--- config.mk ---
export PLATFORM = sky130hd
export DESIGN_NAME = mem_access_unit
export DESIGN_NICKNAME = d
export VERILOG_FILES = /design/src/rtl/mem_access_unit.sv
export SDC_FILE = /design/constraint.sdc
export NUM_CORES = 1
export LEC_CHECK = 0
export ABC_AREA = 1
export CAP_MARGIN = 30
export CORE_AREA = 2 2 112 114
export DETAILED_ROUTE_END_ITERATION = 12
export DIE_AREA = 0 0 114 116
export GPL_ROUTABILITY_DRIVEN = 0
export PLACE_DENSITY = 0.84
export SLEW_MARGIN = 20
export SYNTH_ARGS = -nofsm -noshare
export SYNTH_HDL_FRONTEND = slang
export SYNTH_SLANG_ARGS = --single-unit
--- constraint.sdc ---
create_clock -name clk_i -period 2 [get_ports clk_i]
set_input_delay 0.5 -clock clk_i [delete_from_list [all_inputs] [get_ports clk_i]]
set_output_delay 0.5 -clock clk_i [all_outputs]
set_load 0.02 [all_outputs]
--- src/rtl/mem_access_unit.sv ---
// Memory-access stage: sequences one data-memory access per request, owns the stack pointer,
// and returns the result to write-back. All memory-facing outputs come straight from flops.
//
// state    | meaning
// ---------|-----------------------------------------------------------
// ST_IDLE  | ready for a request; fault is checked on acceptance
// ST_ACCESS| memory enable/address/data held for exactly one cycle
// ST_RESP  | response held on wb_* until write-back takes it
module mem_access_unit #(
   parameter int ADDR_WIDTH  = 8,
   parameter int DATA_WIDTH  = 32,
   parameter int STACK_TOP   = 255,
   parameter int STACK_LIMIT = 192
) (
   input  logic                  clk_i,
   input  logic                  rst_ni,
   input  logic                  req_valid_i,
   output logic                  req_ready_o,
   input  logic [1:0]            req_op_i,
   input  logic [31:0]           req_addr_i,
   input  logic [DATA_WIDTH-1:0] req_wdata_i,
   input  logic [4:0]            req_rd_i,
   output logic [31:0]           mem_address_o,
   output logic [DATA_WIDTH-1:0] mem_wdata_o,
   input  logic [DATA_WIDTH-1:0] mem_rdata_i,
   output logic                  sig_enable_read_o,
   output logic                  sig_enable_write_o,
   output logic                  wb_valid_o,
   input  logic                  wb_ready_i,
   output logic [DATA_WIDTH-1:0] wb_data_o,
   output logic [4:0]            wb_rd_o,
   output logic                  wb_we_o,
   output logic                  wb_fault_o,
   output logic [ADDR_WIDTH-1:0] sp_o
);

   localparam logic [1:0] OP_LOAD  = 2'b00;
   localparam logic [1:0] OP_STORE = 2'b01;
   localparam logic [1:0] OP_PUSH  = 2'b10;
   localparam logic [1:0] OP_POP   = 2'b11;

   localparam logic [ADDR_WIDTH-1:0] SP_TOP  = ADDR_WIDTH'(STACK_TOP);
   localparam logic [ADDR_WIDTH-1:0] SP_FULL = ADDR_WIDTH'(STACK_LIMIT - 1);
   localparam logic [ADDR_WIDTH-1:0] SP_ONE  = ADDR_WIDTH'(1);

   typedef enum logic [1:0] {
      ST_IDLE   = 2'd0,
      ST_ACCESS = 2'd1,
      ST_RESP   = 2'd2
   } state_e;

   state_e                  state_q;
   logic [1:0]              op_q;
   logic [ADDR_WIDTH-1:0]   sp_q;
   logic [31:0]             mem_address_q;
   logic [DATA_WIDTH-1:0]   mem_wdata_q;
   logic                    rd_en_q;
   logic                    wr_en_q;
   logic                    wb_valid_q;
   logic [DATA_WIDTH-1:0]   wb_data_q;
   logic [4:0]              wb_rd_q;
   logic                    wb_we_q;
   logic                    wb_fault_q;

   logic                    fault_d;
   logic                    is_write_d;
   logic [ADDR_WIDTH-1:0]   acc_addr_d;

   // Fault and target address are decided from the request and the current sp at acceptance.
   always_comb begin
      fault_d    = 1'b0;
      acc_addr_d = '0;
      is_write_d = (req_op_i == OP_STORE) || (req_op_i == OP_PUSH);
      case (req_op_i)
         OP_LOAD, OP_STORE: begin
            fault_d    = |req_addr_i[31:ADDR_WIDTH];
            acc_addr_d = req_addr_i[ADDR_WIDTH-1:0];
         end
         OP_PUSH: begin
            fault_d    = (sp_q == SP_FULL);
            acc_addr_d = sp_q;
         end
         default: begin
            fault_d    = (sp_q == SP_TOP);
            acc_addr_d = sp_q + SP_ONE;
         end
      endcase
   end

   always_ff @(posedge clk_i or negedge rst_ni) begin
      if (!rst_ni) begin
         state_q       <= ST_IDLE;
         op_q          <= OP_LOAD;
         sp_q          <= SP_TOP;
         mem_address_q <= '0;
         mem_wdata_q   <= '0;
         rd_en_q       <= 1'b0;
         wr_en_q       <= 1'b0;
         wb_valid_q    <= 1'b0;
         wb_data_q     <= '0;
         wb_rd_q       <= '0;
         wb_we_q       <= 1'b0;
         wb_fault_q    <= 1'b0;
      end else begin
         case (state_q)
            ST_IDLE: begin
               if (req_valid_i) begin
                  op_q    <= req_op_i;
                  wb_rd_q <= req_rd_i;
                  if (fault_d) begin
                     wb_fault_q <= 1'b1;
                     wb_we_q    <= 1'b0;
                     wb_data_q  <= '0;
                     wb_valid_q <= 1'b1;
                     state_q    <= ST_RESP;
                  end else begin
                     mem_address_q <= 32'(acc_addr_d);
                     mem_wdata_q   <= is_write_d ? req_wdata_i : '0;
                     rd_en_q       <= !is_write_d;
                     wr_en_q       <= is_write_d;
                     wb_fault_q    <= 1'b0;
                     state_q       <= ST_ACCESS;
                  end
               end
            end
            ST_ACCESS: begin
               rd_en_q       <= 1'b0;
               wr_en_q       <= 1'b0;
               mem_address_q <= '0;
               mem_wdata_q   <= '0;
               wb_valid_q    <= 1'b1;
               wb_we_q       <= rd_en_q;
               wb_data_q     <= rd_en_q ? mem_rdata_i : '0;
               if (op_q == OP_PUSH) begin
                  sp_q <= sp_q - SP_ONE;
               end else if (op_q == OP_POP) begin
                  sp_q <= sp_q + SP_ONE;
               end
               state_q <= ST_RESP;
            end
            ST_RESP: begin
               if (wb_ready_i) begin
                  wb_valid_q <= 1'b0;
                  wb_data_q  <= '0;
                  wb_rd_q    <= '0;
                  wb_we_q    <= 1'b0;
                  wb_fault_q <= 1'b0;
                  state_q    <= ST_IDLE;
               end
            end
            default: state_q <= ST_IDLE;
         endcase
      end
   end

   assign req_ready_o        = (state_q == ST_IDLE);
   assign mem_address_o      = mem_address_q;
   assign mem_wdata_o        = mem_wdata_q;
   assign sig_enable_read_o  = rd_en_q;
   assign sig_enable_write_o = wr_en_q;
   assign wb_valid_o         = wb_valid_q;
   assign wb_data_o          = wb_data_q;
   assign wb_rd_o            = wb_rd_q;
   assign wb_we_o            = wb_we_q;
   assign wb_fault_o         = wb_fault_q;
   assign sp_o               = sp_q;

endmodule

## After elaboration in Yosys (flattened, before gate mapping)

Cells that the tools add are included.

| operators by class | value |
|---|---|
| $add $sub $neg | 2 |
| multipliers | 0 |
| divide/modulo/power cells | 0 |
| $lt $le $gt $ge | 0 |
| equal/unequal tests | 12 |
| shifts and indexed selects | 0 |
| multiplexer cells | 39 |
| bitwise logic cells | 0 |
| reduce and logical (&&, ||, !) cells | 16 |

Operator list:

| cell | number |
|---|---|
| two-way mux 32 bit | 9 |
| case mux 32 bit (2 select lines) | 2 |
| case mux 32 bit (3 select lines) | 1 |
| OR reduction 24 bit | 1 |
| equality test 8 bit (second input constant) | 2 |
| two-way mux 8 bit | 2 |
| case mux 8 bit (2 select lines) | 1 |
| two-way mux 1 bit | 11 |
| two-way mux 5 bit | 2 |
| case mux 5 bit (2 select lines) | 1 |
| adder 8 x 1 -> 8 bit (second input constant) | 1 |
| equality test 2 bit (second input constant) | 4 |
| case mux 1 bit (2 select lines) | 4 |
| subtractor 8 x 1 -> 8 bit (second input constant) | 1 |
| two-way mux 2 bit | 3 |
| inequality test 2 bit (second input constant) | 3 |
| case mux 1 bit (3 select lines) | 2 |
| case mux 2 bit (3 select lines) | 1 |
| AND reduction 2 bit | 3 |
| AND reduction 3 bit | 2 |
| nonzero test 2 bit | 3 |
| equality test 2 x 1 -> 1 bit (second input constant) | 2 |
| logical NOT 2 bit | 2 |
| AND reduction 4 bit | 1 |
| 5 further kinds | 5 |

| word-level totals | value |
|---|---|
| register bits | 118 |
| latch bits | 0 |
| RAM bits | 0 |
| ROM bits | 0 |
| input bits | 107 |
| output and inout bits | 115 |
| logic and storage cells | 81 |
| memories | 0 |

## Longest topological paths before layout

| logic depth | value |
|---|---|
| word-level depth | 6 |
| mapped depth | 12 |
| gate-level depth less buffers | 11 |

## Least setup slack after synthesis

Ideal clock, no wire load.

| path | value |
|---|---|
| path kind | input port to flip-flop |
| start | in req_op_i[0] |
| end | reg mem_wdata_q[22], in the netlist mem_wdata_o[22] |
| setup time | 0.066 ns |
| data arrival time | 1.835 ns |
| data required time | 1.934 ns |
| slack | 0.099 ns |
| stages | 10 |
| buffers on the path | 1 |
| cell sequence | inv_1 ha_1 ha_1 nand2_1 o21ai_4 nand2_4 nand2_8 buf_12 nand3_2 nand2_1 |

| between the ends | value |
|---|---|
| cells in the longest elaborated chain, start to end | 6 |
| elaborated cells on any way between the ends | 12 |
| those cells by class | eq/ne (3); mux (5); reduce/logical (4) |

Ends and longest elaborated chain:

| what | line | source |
|---|---|---|
| from (decl) | 19 | `input logic [1:0] req_op_i,` |
| equality test 2 x 1 -> 1 bit / equality test 2 bit (equally long branches) | 73, 74 |  |
| logical OR 1 bit | 73 | `is_write_d = (req_op_i == OP_STORE) \|\| (req_op_i == OP_PUSH);` |
| two-way mux 32 bit | 118 | `mem_wdata_q <= is_write_d ? req_wdata_i : '0;` |
| two-way mux 32 bit | 110 | `if (fault_d) begin` |
| two-way mux 32 bit | 107 | `if (req_valid_i) begin` |
| case mux 32 bit (2 select lines) | 105 | `case (state_q)` |
| to (signal assigned) | 118 |  |
| to (decl) | 56 | `logic [DATA_WIDTH-1:0] mem_wdata_q;` |

Several ways; a longest one is shown, not always the timed one. The select of a mux whose other input is x is not followed.
A chain may end at the register's enable or synchronous reset.

## Worst setup path in the final report

| path | value |
|---|---|
| start | reg sp_q[5], in the netlist sp_o[5] |
| end | out sp_o[5] |

RTL lines:

| what | line | source |
|---|---|---|
| from (decl) | 54 | `logic [ADDR_WIDTH-1:0] sp_q;` |
| from (signal assigned) | 135 | `sp_q <= sp_q - SP_ONE;` |
| from (signal assigned) | 137 | `sp_q <= sp_q + SP_ONE;` |
| to (decl) | 34 | `output logic [ADDR_WIDTH-1:0] sp_o` |

No word-level cell between the ends.

==> results.ini <==
[run_status]
outcome = completed

[power]
power.switching_uw = 3070
p_int_uw = 4810
irDropWorstVdd_mv = 0.509
seqPwrFrac_pct = 35.2
pwr_density_cell_nw_per_um2 = 1040
combPwrFrac_pct = 43.5
switching_share_pct = 39.0
clkPwrFrac_pct = 21.3
leakagePower_uw = 0.00365
p_total_uw = 7890

[synth]
synth_largest_area_cell = dfrtp_1
synth_seq_cells = 94
seq_area_frac_synth_pct = 47.7
yosys_warnings = 0
synth.avg_cell_area_sq_um = 8.56
yosys-top-cells-area = dfrtp_1 (43%), nand2_1 (16%), nand3_2 (8.3%)
synth_top_area_share_pct = 43.5
synth_cell_types = 32
syn_inst = 578
syn_area_sq_um = 4950

[worst_setup_path]
critPathRequiredTime_ns = 1.50
start_kind = register
rrSetupSlack_ns = 0.17
path_cells = clkdlybuf4s50_1
path_class = register to output port
crit_path_end_kind = output port
cpLargestDelayFamily = buffers and inverters
cp_max_fo = 2
arrival_ns = 1.47
cp_slowest_stage_delay_ns = 0.60
cp_num_buf_inv = 1
r2r-start = sp_o[1]
r2r_end = mem_wdata_o[5]
cp_slowest_cell = clkdlybuf4s50_1
ff2ff_path_depth = 10

[cells_and_area]
n_antenna_cell = 0
fin_nets = 905
syn2layout_area_growth_pct = 52.6
layout-drive-gt1-share_pct = 15.1
final_cells = 943
stdcell_area_sq_um = 7550

[grt]
grt_pass1_vias = 4432
grt_pass1_wl_mm = 21.8
grtUsageTotal_pct = 20.8
antenna_found_initial = 0
grt_max_degree = 45
overflow = 0

[sta]
rsz0062_at_grt = no
fin_crit_sh_pct = 98.4
worst_slew_pin_slew_ns = 0.704
timing.clock.skew_ns = 0.0116
hold_violations = 0
maxSlewHeadroom_pct = 53.1
setup-tns-final_ns = 0
clock.fmax_ghz = 0.508
slew_violations = 0
layout_setup_ws_ns = 0.0313
setup_viol = 0
min_period_ns = 1.97

[run]
drv_cap = 0

[routing]
post_drt_via_cell_ratio = 4.95
wl_per_cell_um = 14.9
vias = 4666
detail-route-antenna-nets = 0
drtIter0Drc = 385
drt-total-wl_mm = 14.1
post-route-drc-count = 0
first_pass_iters = 5

[floorplan]
ios = 222
core-area_sq_um = 11900
die_w_um = 114
die_area_sq_um = 13200
rows = 40
die_h_um = 116
initial_core_util_pct = 41.6

[placed_design]
placedCellCount = 923
port_buffers = 197
dpl_cell_area_sq_um = 7160
dp_hpwl_mm = 10.3
dp_slack_ns = -0.580

[clock_tree]
numCtsBuffers = 9
root_buffer = clkbuf_16
clk_pin_slew_ns = 0.08
cts.sinks = 94
clk_latency_ns = 0.34
cts_tree = yes
clock_path_buffers = 2
cts_max_level = 3

[hold_path]
worst_hold_path_type = primary input to asynchronous set/reset pin

-- worst max-delay path by stage --
stage / start / to / slack, ns / cells past startpoint
after global routing: sp_o[5] / sp_o[5] / 0.0008 / 1
after floorplan: req_op_i[0] / mem_wdata_o[22] / 0.1 / 10
after CTS: sp_o[1] / wb_data_o[6] / 0.01 / 11
after global placement: req_op_i[1] / state_q[1] / -0.54 / 13
after detailed placement: req_op_i[1] / state_q[1] / -0.58 / 13
final: sp_o[5] / sp_o[5] / 0.03 / 1
-- metrics by stage --
stage | util [%] | hold slack [ns]
5_1_grt | 63.4 | 0.0868
4_1_cts | 63.1 | 0.0823
2_1_floorplan | - | 0.204
3_5_place_dp | 60.1 | 0.451
3_3_place_gp | 60.1 | 0.449
6_report | 63.4 | 0.0687
-- cells in the mapped netlist (all sizes together) --
library cell,instances
a21oi,12
xor2,5
a22oi,5
buf,46
o21ai,16
nand3b,1
ha,7
dfrtp,86
nor3,2
clkbuf,6
nand3,69
inv,32
o211ai,1
nand2,211
nor2,31
conb,1
dfstp,8
xnor2,1
nand4,36
o22ai,2
-- state kept, by name, summed over array words and instances, names as in the netlist --
signal,flops
wb_rd_o,5
mem_wdata_o,32
wb_valid_o,1
op_q,2
state_q,2
sp_o,8
mem_address_o,8
sig_enable_write_o,1
wb_data_o,32
wb_we_o,1
wb_fault_o,1
sig_enable_read_o,1
-- final cells by class --
cell class,count,area [sq um]
fillers,1010,4360
repair buffers,231,2360
multi-input cells,423,2230
clock buffers,9,225
clock inverters,7,67.6
well taps,147,184
inverters,32,120
flip-flops and latches,94,2360
-- placed cells by master (no fill, tap or decap), types with 2 or more instances in the layout --
| master | synthesis | routed |
|---|---|---|
| nand2_1 | 207 | 205 |
| clkdlybuf4s50_1 | 0 | 186 |
| dfrtp_1 | 86 | 86 |
| nand3_2 | 41 | 40 |
| nand4_1 | 36 | 36 |
| inv_1 | 28 | 28 |
| nand3_1 | 28 | 28 |
| nor2_1 | 27 | 26 |
| conb_1 | 1 | 24 |
| buf_4 | 24 | 24 |
| o21ai_0 | 14 | 14 |
| a21oi_1 | 12 | 12 |
| clkbuf_16 | 0 | 9 |
| buf_12 | 4 | 9 |
| dlygate4sd2_1 | 0 | 8 |
| dfstp_2 | 8 | 8 |
| xor2_1 | 5 | 5 |
| a22oi_1 | 5 | 5 |
| ha_1 | 7 | 5 |
| inv_2 | 4 | 4 |
| nand2_2 | 2 | 3 |
| nor2_2 | 3 | 3 |
| inv_6 | 0 | 3 |
| nand2_4 | 1 | 2 |
| nor2_4 | 1 | 2 |
| o22ai_1 | 2 | 2 |
| buf_16 | 0 | 2 |
-- power by group through the flow --
stage	combinational (uW)	sequential, uW	clock, uW
2_1_floorplan	1300	3270	0
3_3_place_gp	3310	2780	0
3_5_place_dp	3350	2800	0
4_1_cts	3390	2760	1730
5_1_grt	3690	2830	1790
6_report	3430	2770	1680
-- cells by family (layout without fill, tap and decap cells) --
family	count (synthesis)	in the layout	synth area share (%)
xor gates and xnor gates	6	6	1.06
buffers and inverters	84	279	9.88
adders and majority gates	7	7	1.77
AOI/OAI and AO/OA	36	36	4.22
DFF	94	94	47.7
other	1	24	0.0758
and+or+nand+nor	350	350	35.3
-- metal layers --
metal / GRT usage (%) / wire length, um / vias up
met2: 35.6 / 7110 / 179
li1: - / - / 2271
met3: 4.13 / 778 / 24
met1: 26.5 / 5810 / 2192
met5: 0 / 0 / -
met4: 7.32 / 352 / 0
-- what timing repair did --
item,CTS,global route
hold buffers,0,0
pin swaps,3,3
gates resized for setup,11,12
buffers inserted,0,2
gates cloned,2,0
endpoints found under the setup margin,86,78
Note: power is estimated with default switching activity, not from simulation.
